===== src/rtl/alarm_clock_input_ctrl.sv =====
// Button front end for the 12-hour alarm clock: edits time or alarm fields and issues a one-cycle load strobe.
// Optional edit timeout with shadow restore is built when ALARM_CTRL_TIMEOUT_EN is defined.
module alarm_clock_input_ctrl (
    input  logic       Clock_1sec,
    input  logic       reset,
    input  logic       btn_set,
    input  logic       btn_inc,
    input  logic       btn_mode,
    input  logic       btn_view_alarm,
    output logic [3:0] set_hours,
    output logic [5:0] set_mins,
    output logic [5:0] set_secs,
    output logic       set_am_pm,
    output logic       load_time,
    output logic       load_alarm,
    output logic [1:0] display_state,
    output logic [1:0] edit_field,
    output logic       busy
);

    typedef enum logic [2:0] {
        IDLE,
        ED_HOURS,
        ED_MINS,
        ED_SECS,
        ED_AMPM,
        COMMIT
    } state_t;

    localparam logic [1:0] DISP_INPUT = 2'b10;

    state_t state;
    logic   set_q;
    logic   inc_q;
    logic   target_alarm;
    logic   set_press;
    logic   inc_press;
    logic   editing;
    logic   timeout;

    // Edge detect against the previous sample so the press is acted on at the same edge it is seen.
    assign set_press = btn_set & ~set_q;
    assign inc_press = btn_inc & ~inc_q;
    assign editing   = (state == ED_HOURS) || (state == ED_MINS) ||
                       (state == ED_SECS)  || (state == ED_AMPM);

    function automatic logic [3:0] hours_inc(input logic [3:0] h);
        return (h >= 4'd12 || h == 4'd0) ? 4'd1 : h + 4'd1;
    endfunction

    function automatic logic [5:0] sixty_inc(input logic [5:0] v);
        return (v >= 6'd59) ? 6'd0 : v + 6'd1;
    endfunction

`ifdef ALARM_CTRL_TIMEOUT_EN
    logic [4:0] idle_cnt;
    logic [3:0] sh_hours;
    logic [5:0] sh_mins;
    logic [5:0] sh_secs;
    logic       sh_am_pm;

    // Thirtieth consecutive edit cycle without a press abandons the edit.
    assign timeout = editing && (idle_cnt == 5'd29) && !set_press && !inc_press;
`else
    assign timeout = 1'b0;
`endif

    always_ff @(posedge Clock_1sec or posedge reset) begin
        if (reset) begin
            state         <= IDLE;
            set_q         <= 1'b0;
            inc_q         <= 1'b0;
            target_alarm  <= 1'b0;
            set_hours     <= 4'd12;
            set_mins      <= 6'd0;
            set_secs      <= 6'd0;
            set_am_pm     <= 1'b0;
            load_time     <= 1'b0;
            load_alarm    <= 1'b0;
            display_state <= 2'b00;
            edit_field    <= 2'd0;
            busy          <= 1'b0;
`ifdef ALARM_CTRL_TIMEOUT_EN
            idle_cnt      <= 5'd0;
            sh_hours      <= 4'd12;
            sh_mins       <= 6'd0;
            sh_secs       <= 6'd0;
            sh_am_pm      <= 1'b0;
`endif
        end else begin
            // NOTE: non-blocking throughout so every decision below uses pre-edge register values.
            set_q      <= btn_set;
            inc_q      <= btn_inc;
            load_time  <= 1'b0;
            load_alarm <= 1'b0;
`ifdef ALARM_CTRL_TIMEOUT_EN
            idle_cnt   <= (editing && !set_press && !inc_press) ? idle_cnt + 5'd1 : 5'd0;
`endif
            if (timeout) begin
                state         <= IDLE;
                busy          <= 1'b0;
                edit_field    <= 2'd0;
                display_state <= {1'b0, btn_view_alarm};
`ifdef ALARM_CTRL_TIMEOUT_EN
                set_hours     <= sh_hours;
                set_mins      <= sh_mins;
                set_secs      <= sh_secs;
                set_am_pm     <= sh_am_pm;
`endif
            end else begin
                case (state)
                    IDLE: begin
                        display_state <= {1'b0, btn_view_alarm};
                        if (set_press) begin
                            state         <= ED_HOURS;
                            target_alarm  <= btn_mode;
                            busy          <= 1'b1;
                            edit_field    <= 2'd0;
                            display_state <= DISP_INPUT;
`ifdef ALARM_CTRL_TIMEOUT_EN
                            sh_hours      <= set_hours;
                            sh_mins       <= set_mins;
                            sh_secs       <= set_secs;
                            sh_am_pm      <= set_am_pm;
`endif
                        end
                    end
                    ED_HOURS: begin
                        if (set_press) begin
                            state      <= ED_MINS;
                            edit_field <= 2'd1;
                        end else if (inc_press) begin
                            set_hours <= hours_inc(set_hours);
                        end
                    end
                    ED_MINS: begin
                        if (set_press) begin
                            // The alarm has no seconds field.
                            state      <= target_alarm ? ED_AMPM : ED_SECS;
                            edit_field <= target_alarm ? 2'd3 : 2'd2;
                        end else if (inc_press) begin
                            set_mins <= sixty_inc(set_mins);
                        end
                    end
                    ED_SECS: begin
                        if (set_press) begin
                            state      <= ED_AMPM;
                            edit_field <= 2'd3;
                        end else if (inc_press) begin
                            set_secs <= sixty_inc(set_secs);
                        end
                    end
                    ED_AMPM: begin
                        if (set_press) begin
                            state      <= COMMIT;
                            edit_field <= 2'd0;
                            load_time  <= ~target_alarm;
                            load_alarm <= target_alarm;
                        end else if (inc_press) begin
                            set_am_pm <= ~set_am_pm;
                        end
                    end
                    COMMIT: begin
                        state         <= IDLE;
                        busy          <= 1'b0;
                        edit_field    <= 2'd0;
                        display_state <= {1'b0, btn_view_alarm};
                    end
                    default: begin
                        state         <= IDLE;
                        busy          <= 1'b0;
                        edit_field    <= 2'd0;
                        display_state <= {1'b0, btn_view_alarm};
                    end
                endcase
            end
        end
    end

endmodule

===== config.mk =====
export PLATFORM = sky130hd
export DESIGN_NAME = alarm_clock_input_ctrl
export DESIGN_NICKNAME = d
export VERILOG_FILES = /design/src/rtl/alarm_clock_input_ctrl.sv
export SDC_FILE = /design/constraint.sdc
export NUM_CORES = 1
export LEC_CHECK = 0
export ABC_AREA = 1
export CAP_MARGIN = 20
export CORE_UTILIZATION = 35
export CTS_CLUSTER_DIAMETER = 120
export DETAILED_ROUTE_END_ITERATION = 10
export HOLD_SLACK_MARGIN = 0.1
export PLACE_DENSITY = 0.69
export SLEW_MARGIN = 10
export SYNTH_ARGS = -nofsm -noshare
export SYNTH_HDL_FRONTEND = slang
export SYNTH_SLANG_ARGS = --single-unit

===== constraint.sdc =====
create_clock -name Clock_1sec -period 2.1 [get_ports Clock_1sec]
set_input_delay 0.42 -clock Clock_1sec [delete_from_list [all_inputs] [get_ports Clock_1sec]]
set_output_delay 0.42 -clock Clock_1sec [all_outputs]
set_load 0.1 [all_outputs]

; ---- After elaboration in Yosys (flattened, before gate mapping)
; Index checks and enable logic that the tools add are counted.
[op_classes]
shifts = 0
n_mux = 24
eq_ne = 10
reduce_logical = 13
add_sub_neg = 3
bitwise = 8
order_cmp = 3
mul = 0
div_mod_pow = 0
[op_table]
columns = cell, n
row1 = two-way mux 3 bit, 6
row2 = one-hot mux 3 bit (5 select lines), 1
row3 = "adder 6 x 1 -> 6 bit, second input constant", 2
row4 = ">= comparator 6 bit, second input constant", 2
row5 = two-way mux 6 bit, 2
row6 = AND reduction 3 bit, 4
row7 = two-way mux 2 bit, 5
row8 = "!= test 2 bit, second input constant", 5
row9 = one-hot mux 2 bit (4 select lines), 1
row10 = "== test 3 x 2 -> 1 bit, second input constant", 2
row11 = two-way mux 1 bit, 6
row12 = inverter 1 bit, 6
row13 = AND reduction 5 bit, 1
row14 = "adder 4 x 1 -> 4 bit, second input constant", 1
row15 = ">= comparator 4 bit, second input constant", 1
row16 = logical NOT 4 bit, 1
row17 = two-way mux 4 bit, 1
row18 = one-hot mux 2 bit (2 select lines), 1
row19 = AND reduction 2 bit, 2
row20 = AND reduction 4 bit, 1
row21 = OR reduction 4 bit, 1
row22 = "== test 3 x 1 -> 1 bit, second input constant", 1
row23 = "== test 3 bit, second input constant", 1
row24 = logical NOT 3 bit, 1
row25 = other kinds (5), 6
[totals]
inputBits = 6
word_cells = 74
n_memories = 0
latchBits = 0
register_bits = 30
rom_bits = 0
ram_bits = 0

; ---- Longest topological paths before layout
[logic_depth]
word_depth = 4
ltp_mapped = 7

; ---- Worst setup path after synthesis
; No wires, ideal clock.
[synth_timing]
path_kind = register to register
startpoint = register set_secs[0]
endpoint = register set_secs[2]
path_stages_with_launch = 6
path_slack_ns = 0.205
t_required_ns = 2.024
period_less_slack_ns = 1.895
arrival_ns = 1.819
setup_time_ns = 0.076
cell_sequence = dfrtp_1 ha_1 or2_2 nand2_1 nand3_1 o21ai_1
[synth_via]
elab_chain_len = 2
[synth_rtl]
columns = item, line
row1 = "start, declared", 12  ; output logic [5:0] set_secs,
row2 = "start signal, assigned", 150  ; set_secs <= sixty_inc(set_secs);
row3 = adder 6 x 1 -> 6 bit or >= comparator 6 bit (tied branches), 52  ; return (v >= 6'd59) ? 6'd0 : v + 6'd1;
row4 = two-way mux 6 bit *, 52
; Every way passes the cells marked *; elsewhere a longest branch is shown, timed or not.
; A chain may end at the register's enable or synchronous reset.

; ---- Worst setup path in the final report
[layout_timing]
startpoint = register set_secs[0]
endpoint = output set_secs[0]
; No word-level cell between the ends.

==> results.md <==
- Status: finished clean
- Final min period: 1.51 ns
- Final HPWL from detailed placement: 2100 um
- Commonest non-fill, non-tap cell in the layout: nand2_1
- Rows: 23
- Wire length on met1: 1380 um
- H-tree levels: 2
- Max frequency: 663 MHz
- Area leader, netlist: dfrtp_1
- Slew Viols, Final: 0
- Hold buffers post-CTS: 0
- Critical Path AT: 1.09 ns
- Drt via density: 4.68
- Post-Syn Nets: 188
- Setup Total Neg Slack: 0 ns
- CTS sink cnt: 30
- Worst-Skew Late Latency: 0.29 ns
- Top Metal Used: met4
- Sequential share of the synthesized area: 50.1%
- Reg2reg start: set_secs[0]$_DFFE_PP0P_
- Crit Path Category: reg -> out
- Die Area: 4560 um2
- Initial drt markers: 73
- Number of remaining DRC errors: 0
- CTS max path bufs: 2
- Worst hold start: set_am_pm$_DFFE_PP0P_
- R2r worst-path depth: 5
- Post-synthesis register bit count: 30
- Hold depth: 1
- Routed WL per cell: 10.8 um
- Post-synthesis cell type count: 23
- Worst reg2reg path endpoint: set_secs[3]$_DFFE_PP0P_
- Final WL: 2890 um
- Overflow after GRT: 0
- Chip width: 67.5 um
- Post-Synthesis Cell Area: 1500 um2
- Starting Density: 37.0%
- WHS Endpoint: set_am_pm$_DFFE_PP0P_
- Reg2reg setup slack: 0.60 ns
- Via total after detailed routing: 1245
- Critical path required time: 1.68 ns
- Largest net degree at the start of global routing: 31
- WL met3: 119 um
- Cells after Synth: 178
- Max_cap viols: 0
- Synth area leaders: dfrtp_1 47%, nand2_1 10%, nand3_1 6.0%
- Clock skew: 0.00571 ns
- Post-route ant nets: 0
- Initial antenna violation count: 0
- Crit end category: primary output
- Vias in the first global route: 1166
- Startpoint Class: register
- Post-CTS setup buffers: 0
- IO buf count: 29
- Die height: 67.5 um
- Share of cells above drive strength 1: 23.6%
- Final setup violation count: 0
- Root Buffer: clkbuf_8
- CP bufs+invs: 1
- First-pass GRT wire length: 5130 um
- Crit path cell chain: buf_4
- Critical Path Slowest Stage Cell: dfrtp_1
- Max transition margin: 64.9%
- Post-synth top area share: 46.6%
- Avg Cell Area, Syn: 8.44 um2
- HP Class: reg -> reg
- All-Layer GR Usage: 15.4%
- Cts bufs inserted: 5
- Worst Path Max Fanout: 8
- Tightest Pin Transition: 0.521 ns
- Final Net Count: 225
- Inserted Diodes: 0
- Design area: 1970 um2
- CTS resizes: 0
- Synth warn: 0
- Clock-pin transition on the worst setup and hold timing paths: 0.06 ns
- Crit-path max cell delay: 0.47 ns
- Unrepaired setup endpoints after global routing: no
- CORE AREA: 4060 um2
- Placed standard-cell area: 1830 um2
- Metal2 WL: 1300 um
- Area Overhead vs Synth: 31.1%
- Dpl cells: 258
- Final critical-path share of the clock period: 71.8%
- CTS tree: built
- Top delay family on crit path: flip-flops
- Pre-Repair DR Iteration Count: 4
- Most frequent cells in the layout: 41 x nand2_1, 28 x dfrtp_1, 23 x buf_4
- Hold Violations, Final: 0
- Final Non-Filler Cells: 266
- Routability-driven placement congestion ratio: 0.810
- Num ports: 30
## flip-flops by register name, indices dropped and copies added (netlist names), 2 cells and up
register	flops
set_mins	6
edit_field	2
state	3
display_state	2
set_secs	6
set_hours	4
## worst max-delay path by stage
stage / cells past startpoint / endpoint / startpoint / slack (ns)
final: 1 / set_secs[0] / set_secs[0]$_DFFE_PP0P_ / 0.59
after global placement: 8 / set_secs[0]$_DFFE_PP0P_ / btn_inc / 0.32
after global routing: 7 / set_secs[0]$_DFFE_PP0P_ / btn_set / 0.49
after detailed placement: 8 / set_secs[0]$_DFFE_PP0P_ / btn_inc / 0.30
after CTS: 1 / set_secs[0] / set_secs[0]$_DFFE_PP0P_ / 0.58
after floorplan: 5 / set_secs[2]$_DFFE_PP0P_ / set_secs[0]$_DFFE_PP0P_ / 0.20
## logic make-up after synthesis
kind of cell	synth area share [%]
AOI/OAI and AO/OA	9.58
xor gates and xnor gates	1.75
adders and majority gates	3.33
buffers and inverters	5.99
DFF	50.1
and+or+nand+nor	29.2
## cell type report
class,count,area (um2)
Tap cell,50,62.6
Clock inverter,2,60.1
Sequential cell,30,753
Multi-Input combinational cell,124,659
Fill cell,391,2090
Timing Repair Buffer,30,263
Clock buffer,6,82.6
Inverter,24,90.1
## routing by layer
layer	up-vias	GRT usage (%)
met4	0	9.04
met3	8	4.22
li1	654	-
met1	559	20.3
met5	-	0
met2	24	22.4
## Yosys cell counts (all sizes together)
cell    number
nor2        18
dfstp        2
nand4        4
ha           4
nor3         3
o21ai       22
a21boi       1
o21a         1
a21oi        3
or2          2
xor2         2
xnor2        1
nand2       43
inv         24
dfrtp       28
nand3       20
## per-stage QoR
| step | hold slack (ns) | setup slack, ns | utilization, % |
|---|---|---|---|
| after floorplan | 0.451 | 0.205 | - |
| after global placement | 0.462 | 0.322 | 45.1 |
| after detailed placement | 0.464 | 0.299 | 45.1 |
| after CTS | 0.473 | 0.577 | 48.6 |
| after global routing | 0.477 | 0.489 | 48.6 |
| final | 0.472 | 0.592 | 48.6 |
Power is not shown: default switching activity piles up to over one toggle a cycle in this logic, so the estimate is an artifact.
